<file path="src/rtl/triad_frame_collector.sv">
// Triad frame collector: captures N pulse ids plus polynomial on each id_ready rising edge,
// queues them in a frame FIFO and presents them over valid/ack. Optional macro: TRIAD_FRAME_TS_EN.
module triad_frame_collector #(
  parameter int N_CHANNELS = 3,
  parameter int ID_WIDTH   = 17,
  parameter int FIFO_DEPTH = 4,
  parameter int TS_WIDTH   = 24,
`ifdef TRIAD_FRAME_TS_EN
  localparam int FRAME_W   = (N_CHANNELS + 1) * ID_WIDTH + TS_WIDTH,
`else
  localparam int FRAME_W   = (N_CHANNELS + 1) * ID_WIDTH,
`endif
  localparam int LVL_W     = $clog2(FIFO_DEPTH) + 1
) (
  input  logic                           clk_72MHz,
  input  logic                           reset,
  input  logic [N_CHANNELS*ID_WIDTH-1:0] pulse_id,
  input  logic [ID_WIDTH-1:0]            polynomial,
  input  logic                           id_ready,
  input  logic [TS_WIDTH-1:0]            sys_ts,
  output logic [FRAME_W-1:0]             frame_data,
  output logic                           frame_valid,
  input  logic                           frame_ack,
  output logic [LVL_W-1:0]               fifo_level,
  output logic [7:0]                     drop_count,
  output logic                           reset_identifier
);

  localparam int PTR_W = $clog2(FIFO_DEPTH);

  // Handshake: frame_valid/frame_data hold the FIFO head; a cycle with
  // frame_valid=1 and frame_ack=1 pops it. frame_ack with frame_valid=0 is ignored.
  typedef enum logic {
    ST_EMPTY   = 1'b0,
    ST_PRESENT = 1'b1
  } state_t;

  state_t               state_q, state_d;
  logic                 id_ready_q, id_ready_d;
  logic                 cap_valid_q, cap_valid_d;
  logic [FRAME_W-1:0]   cap_frame_q, cap_frame_d;
  logic [PTR_W-1:0]     wr_ptr_q, wr_ptr_d;
  logic [PTR_W-1:0]     rd_ptr_q, rd_ptr_d;
  logic [LVL_W-1:0]     level_q, level_d;
  logic [7:0]           drop_q, drop_d;
  logic [FRAME_W-1:0]   mem_q [FIFO_DEPTH];

  logic                 capture;
  logic [FRAME_W-1:0]   new_frame;
  logic                 full;
  logic                 pop;
  logic                 push;
  logic                 drop;

`ifdef TRIAD_FRAME_TS_EN
  assign new_frame = {sys_ts, pulse_id, polynomial};
`else
  logic unused_sys_ts;
  assign unused_sys_ts = ^sys_ts;
  assign new_frame     = {pulse_id, polynomial};
`endif

  // Edge detection and one-cycle capture stage feeding the FIFO write.
  always_comb begin
    capture     = id_ready & ~id_ready_q;
    id_ready_d  = id_ready;
    cap_valid_d = capture;
    cap_frame_d = capture ? new_frame : cap_frame_q;
  end

  always_comb begin
    full     = (level_q == LVL_W'(FIFO_DEPTH));
    pop      = (state_q == ST_PRESENT) && frame_ack;
    push     = cap_valid_q && (!full || pop);
    drop     = cap_valid_q && full && !pop;
    wr_ptr_d = push ? wr_ptr_q + PTR_W'(1) : wr_ptr_q;
    rd_ptr_d = pop  ? rd_ptr_q + PTR_W'(1) : rd_ptr_q;
    level_d  = level_q + LVL_W'(push) - LVL_W'(pop);
    drop_d   = (drop && drop_q != 8'hFF) ? drop_q + 8'd1 : drop_q;
  end

  // Next state looks at the post-update level so a push into an empty FIFO
  // is presented on the very next cycle and a refilled FIFO never bubbles.
  always_comb begin
    state_d     = state_q;
    frame_valid = 1'b0;
    case (state_q)
      ST_EMPTY: begin
        if (level_d != '0) state_d = ST_PRESENT;
      end
      ST_PRESENT: begin
        frame_valid = 1'b1;
        if (level_d == '0) state_d = ST_EMPTY;
      end
      default: state_d = ST_EMPTY;
    endcase
  end

  assign frame_data       = frame_valid ? mem_q[rd_ptr_q] : '0;
  assign fifo_level       = level_q;
  assign drop_count       = drop_q;
  assign reset_identifier = cap_valid_q;

  // The edge register resets high so an id_ready held across reset must
  // first be seen low before it can produce a capture.
  always_ff @(posedge clk_72MHz) begin
    if (reset) begin
      state_q     <= ST_EMPTY;
      id_ready_q  <= 1'b1;
      cap_valid_q <= 1'b0;
      cap_frame_q <= '0;
      wr_ptr_q    <= '0;
      rd_ptr_q    <= '0;
      level_q     <= '0;
      drop_q      <= '0;
    end else begin
      state_q     <= state_d;
      id_ready_q  <= id_ready_d;
      cap_valid_q <= cap_valid_d;
      cap_frame_q <= cap_frame_d;
      wr_ptr_q    <= wr_ptr_d;
      rd_ptr_q    <= rd_ptr_d;
      level_q     <= level_d;
      drop_q      <= drop_d;
    end
  end

  always_ff @(posedge clk_72MHz) begin
    if (push) mem_q[wr_ptr_q] <= cap_frame_q;
  end

endmodule
</file>
<file path="config.mk">
export PLATFORM = sky130hd
export DESIGN_NAME = triad_frame_collector
export DESIGN_NICKNAME = d
export VERILOG_FILES = /design/src/rtl/triad_frame_collector.sv
export SDC_FILE = /design/constraint.sdc
export NUM_CORES = 1
export LEC_CHECK = 0
export BUFFER_PORTS_ARGS = -buffer_cell sky130_fd_sc_hd__buf_2
export CAP_MARGIN = 25
export CORE_ASPECT_RATIO = 1.1
export CORE_UTILIZATION = 25
export CTS_BUF_LIST = sky130_fd_sc_hd__clkbuf_2
export DETAILED_ROUTE_END_ITERATION = 10
export MAX_ROUTING_LAYER = met4
export PLACE_DENSITY_LB_ADDON = 0.12
export SLEW_MARGIN = 20
export SYNTH_ARGS = -nofsm -noshare
export SYNTH_HDL_FRONTEND = slang
export SYNTH_SLANG_ARGS = --single-unit
export TNS_END_PERCENT = 30
</file>
<file path="constraint.sdc">
create_clock -name clk_72MHz -period 4.5 [get_ports clk_72MHz]
set_clock_uncertainty 0.15 [all_clocks]
set_input_delay 0.45 -clock clk_72MHz [delete_from_list [all_inputs] [get_ports clk_72MHz]]
set_output_delay 0.45 -clock clk_72MHz [all_outputs]
set_load 0.02 [all_outputs]
</file>
==> impl_metrics.csv <==
group,metric,value,unit
routing,vias_per_cell,4.175,
floorplan,io_pins,177,
synth,yosys-top-cells-area,"sky130_fd_sc_hd__edfxtp_1 (60%), sky130_fd_sc_hd__dfxtp_1 (13%), sky130_fd_sc_hd__mux4_2 (11%)",
synth,synth-warning-count,0,
routing,final_antenna_net_count,0,
cells_and_area,synthToLayoutAreaGrowth,33.61,%
setup_path,worst-endpoint-required,3.90,ns
setup_path,timing.critical_path.fanout_max,25,
global_route,first_global_vias,9162,
timing,tightestPinTransition,0.8865,ns
pwr,power.density_cell_area,423.4,nW/um^2
global_route,global_route_wire_length_before_repair,52070,um
synth,post_synth_num_cell_types,37,
cells_and_area,filler_cell_count,5364,
clocking,clock_tree_from_tritoncts,"built",
cells_and_area,layout_common_cells,"sky130_fd_sc_hd__edfxtp_1 (272), sky130_fd_sc_hd__dlygate4sd3_1 (198), sky130_fd_sc_hd__clkbuf_2 (156), sky130_fd_sc_hd__buf_2 (151), sky130_fd_sc_hd__nand2_1 (139)",
setup_path,setup.worst_path.class,"register to output port",
synth,yosys.area.top_type,"sky130_fd_sc_hd__edfxtp_1",
synth,seq_area_frac_synth,73.54,%
setup_path,rrSetupSlack,1.54,ns
routing,wl_per_cell,17.25,um
floorplan,core-area,52850,sq um
routing,dr.first_iter.drc_count,272,
floorplan,starting_density_of_the_core,25.55,%
setup_path,slowest_stage,"sky130_fd_sc_hd__dfxtp_4",
global_route,grt_antenna_before_repair,2,
clocking,source_to_sink_clock_delay_at_the_later_pin_of_the_worst_skew_pair,1.05,ns
global_route,grt_remaining_overflow,0,
timing,timing.slew.headroom,40.90,%
global_route,grt_start_max_net_pins,71,
place,pre_cts_slack,1.445,ns
pwr,power_leakage,0.006674,uW
timing,report.final.hold_viol_count,0,
setup_path,critPathCaptureType,"output port",
pwr,post-layout-total-power,7639,uW
routing,drtPass1Iterations,4,
clocking,clock_sinks,360,
synth,synth.cell_area,13500,sq um
routing,remaining_drc_errors,0,
timing,slew_viol_final,0,
routing,num_vias,8317,
run_status,outcome,"complete, no violations",
timing,final_period_minus_worst_setup_slack,3.686,ns
global_route,groute.usage.overall,13.17,%
hold_path,holdCritPathClass,"input pin to register",
timing,setup-tns-final,0,ns
setup_path,arrival,3.09,ns
setup_path,worst_path_largest_cell_delay,0.74,ns
setup_path,chain_of_cells_forming_the_critical_path,"buf_4, mux4_2, and2_1, buf_2",
clocking,tritoncts_buffers,96,
floorplan,design.die.area,54950,sq um
floorplan,die-width,223.6,um
timing,final.setup.worst_slack,0.8144,ns
pwr,vdd.ir_drop.worst,0.0002341,V
routing,postRouteWirelength,34360,um
clocking,worst_setup_hold_path_clk_slew,0.09,ns
place,finalWeightedCongestion,0.6809,
floorplan,fp-row-count,88,
timing,setup-violations-final,0,
synth,synthesized_instance_count,825,
job,cap_violations,0,
cells_and_area,most_common_cell_after_layout_fill_and_taps_aside,"sky130_fd_sc_hd__edfxtp_1",
synth,post_synth.cell_area_avg,16.37,sq um
clocking,cts_root_buf,"sky130_fd_sc_hd__clkbuf_2",
cells_and_area,drive_above_1_share,31.25,%
synth,postSynthRegisterBits,360,
synth,synth.net_count,929,
place,input_output_buffers,152,
timing,achievable_freq,271.3,MHz
place,detailed_place_hpwl,17700,um
clocking,cts-root-to-sink-buffers,3,
timing,final_min_period_over_clock_period,81.90,%
clocking,htreeDepth,3,
synth,synth_top_cell_area_share,60.49,%
timing,unrepaired_setup_endpoints_after_global_routing,"false",
cells_and_area,nNetsFinal,1340,
setup_path,timing.critical_path.from_type,"register",
floorplan,die_y,245.7,um
[critical path, delay by kind of cell (launching register included)]
family	cells	cell delay, ns
buffers and inverters	2	0.57
flip-flops	1	0.74
multiplexers	1	0.53
AND/OR/NAND/NOR	1	0.20
[synth_stat cells]
library cell	number
sky130_fd_sc_hd__a211oi_4	1
sky130_fd_sc_hd__a21boi_1	1
sky130_fd_sc_hd__a21oi_1	71
sky130_fd_sc_hd__a31oi_1	1
sky130_fd_sc_hd__a41o_1	1
sky130_fd_sc_hd__and2_1	73
sky130_fd_sc_hd__and2_2	2
sky130_fd_sc_hd__and3_1	1
sky130_fd_sc_hd__and4_1	2
sky130_fd_sc_hd__buf_1	2
sky130_fd_sc_hd__buf_2	13
sky130_fd_sc_hd__buf_6	3
sky130_fd_sc_hd__clkbuf_1	31
sky130_fd_sc_hd__dfxtp_1	88
sky130_fd_sc_hd__edfxtp_1	272
sky130_fd_sc_hd__fa_1	1
sky130_fd_sc_hd__ha_1	7
sky130_fd_sc_hd__inv_1	6
sky130_fd_sc_hd__mux2i_1	3
sky130_fd_sc_hd__mux4_2	68
sky130_fd_sc_hd__nand2_1	139
sky130_fd_sc_hd__nand2b_1	2
sky130_fd_sc_hd__nand3_1	3
sky130_fd_sc_hd__nand4_1	2
sky130_fd_sc_hd__nor2_1	14
sky130_fd_sc_hd__nor2b_1	1
sky130_fd_sc_hd__nor3_1	2
sky130_fd_sc_hd__nor4_1	1
sky130_fd_sc_hd__o2111ai_1	1
sky130_fd_sc_hd__o211ai_4	1
sky130_fd_sc_hd__o21ai_0	1
sky130_fd_sc_hd__o21ba_2	1
sky130_fd_sc_hd__o31a_1	1
sky130_fd_sc_hd__or2_2	1
sky130_fd_sc_hd__or3_1	1
sky130_fd_sc_hd__xnor2_1	3
sky130_fd_sc_hd__xor2_1	4
[sequential cells by signal, summed over array words and instances (netlist names), named ones only]
register,flops
cap_frame_q,68
drop_count,8
fifo_level,3
id_ready_q,1
mem_q,272
rd_ptr_q,2
reset_identifier,1
state_q,1
wr_ptr_q,2
[power by group]
| part | internal [uW] | leakage, uW | switching, uW | total, uW |
|---|---|---|---|---|
| clock network | 1130 | 0.000741 | 1360 | 2490 |
| registers | 3620 | 0.00333 | 104 | 3720 |
| logic | 644 | 0.00261 | 787 | 1430 |
[stage by stage]
step | util (%) | hold slack [ns] | instance area, sq um | cells
floorplan | - | 0.3100 | 13500 | 825
global placement | 28.55 | 0.3353 | 15090 | 1615
detailed placement | 28.55 | 0.3362 | 15090 | 1615
CTS | 34.13 | 0.07143 | 18040 | 1990
global route | 34.14 | 0.2144 | 18040 | 1992
finish | 34.14 | 0.2949 | 18040 | 1992
[cell type report]
class	count	area (sq um)	area share [%]
multi-input cells	410	3353	18.59
well taps	675	844.6	4.681
repair buffers	362	2910	16.13
clock buffers	156	780.7	4.328
flip-flops and latches	360	9938	55.09
clock inverters	21	186.4	1.033
inverters	6	22.52	0.1248
diodes	2	5.005	0.02774
[cell families after synthesis]
| logic type | synth area share [%] |
|---|---|
| simple gates | 8.479 |
| buf+inv | 1.816 |
| fa+ha+maj | 0.7969 |
| flops | 73.54 |
| mux | 11.56 |
| compound gates | 3.354 |
| xor+xnor | 0.4540 |
[layer usage]
| layer | track usage (%) | part of all wire [%] | vias up |
|---|---|---|---|
| met5 | - | 0 | - |
| met1 | 14.51 | 43 | 4143 |
| met4 | 6.305 | 2.3 | 0 |
| met3 | 2.999 | 3.9 | 57 |
| li1 | - | - | 3953 |
| met2 | 22.50 | 51 | 164 |
[worst paths after layout]
check                  start        endpoint  cells after the start
min                frame_ack   drop_count[6]                      6
max reg2reg          state_q         state_q                     10
max                 register  frame_data[43]                      4
min reg2reg  cap_frame_q[30]    mem_q[2][30]                      0
[timing repair]
| action | 4_1_cts | 5_1_grt |
|---|---|---|
| hold buffers | 198 | 0 |
| gates resized for setup | 0 | 0 |
| endpoints found under the hold margin | 88 | 0 |
| buffers inserted | 0 | 0 |
| setup endpoints to repair | 0 | 0 |
Note: power is estimated with default switching activity, not from simulation.
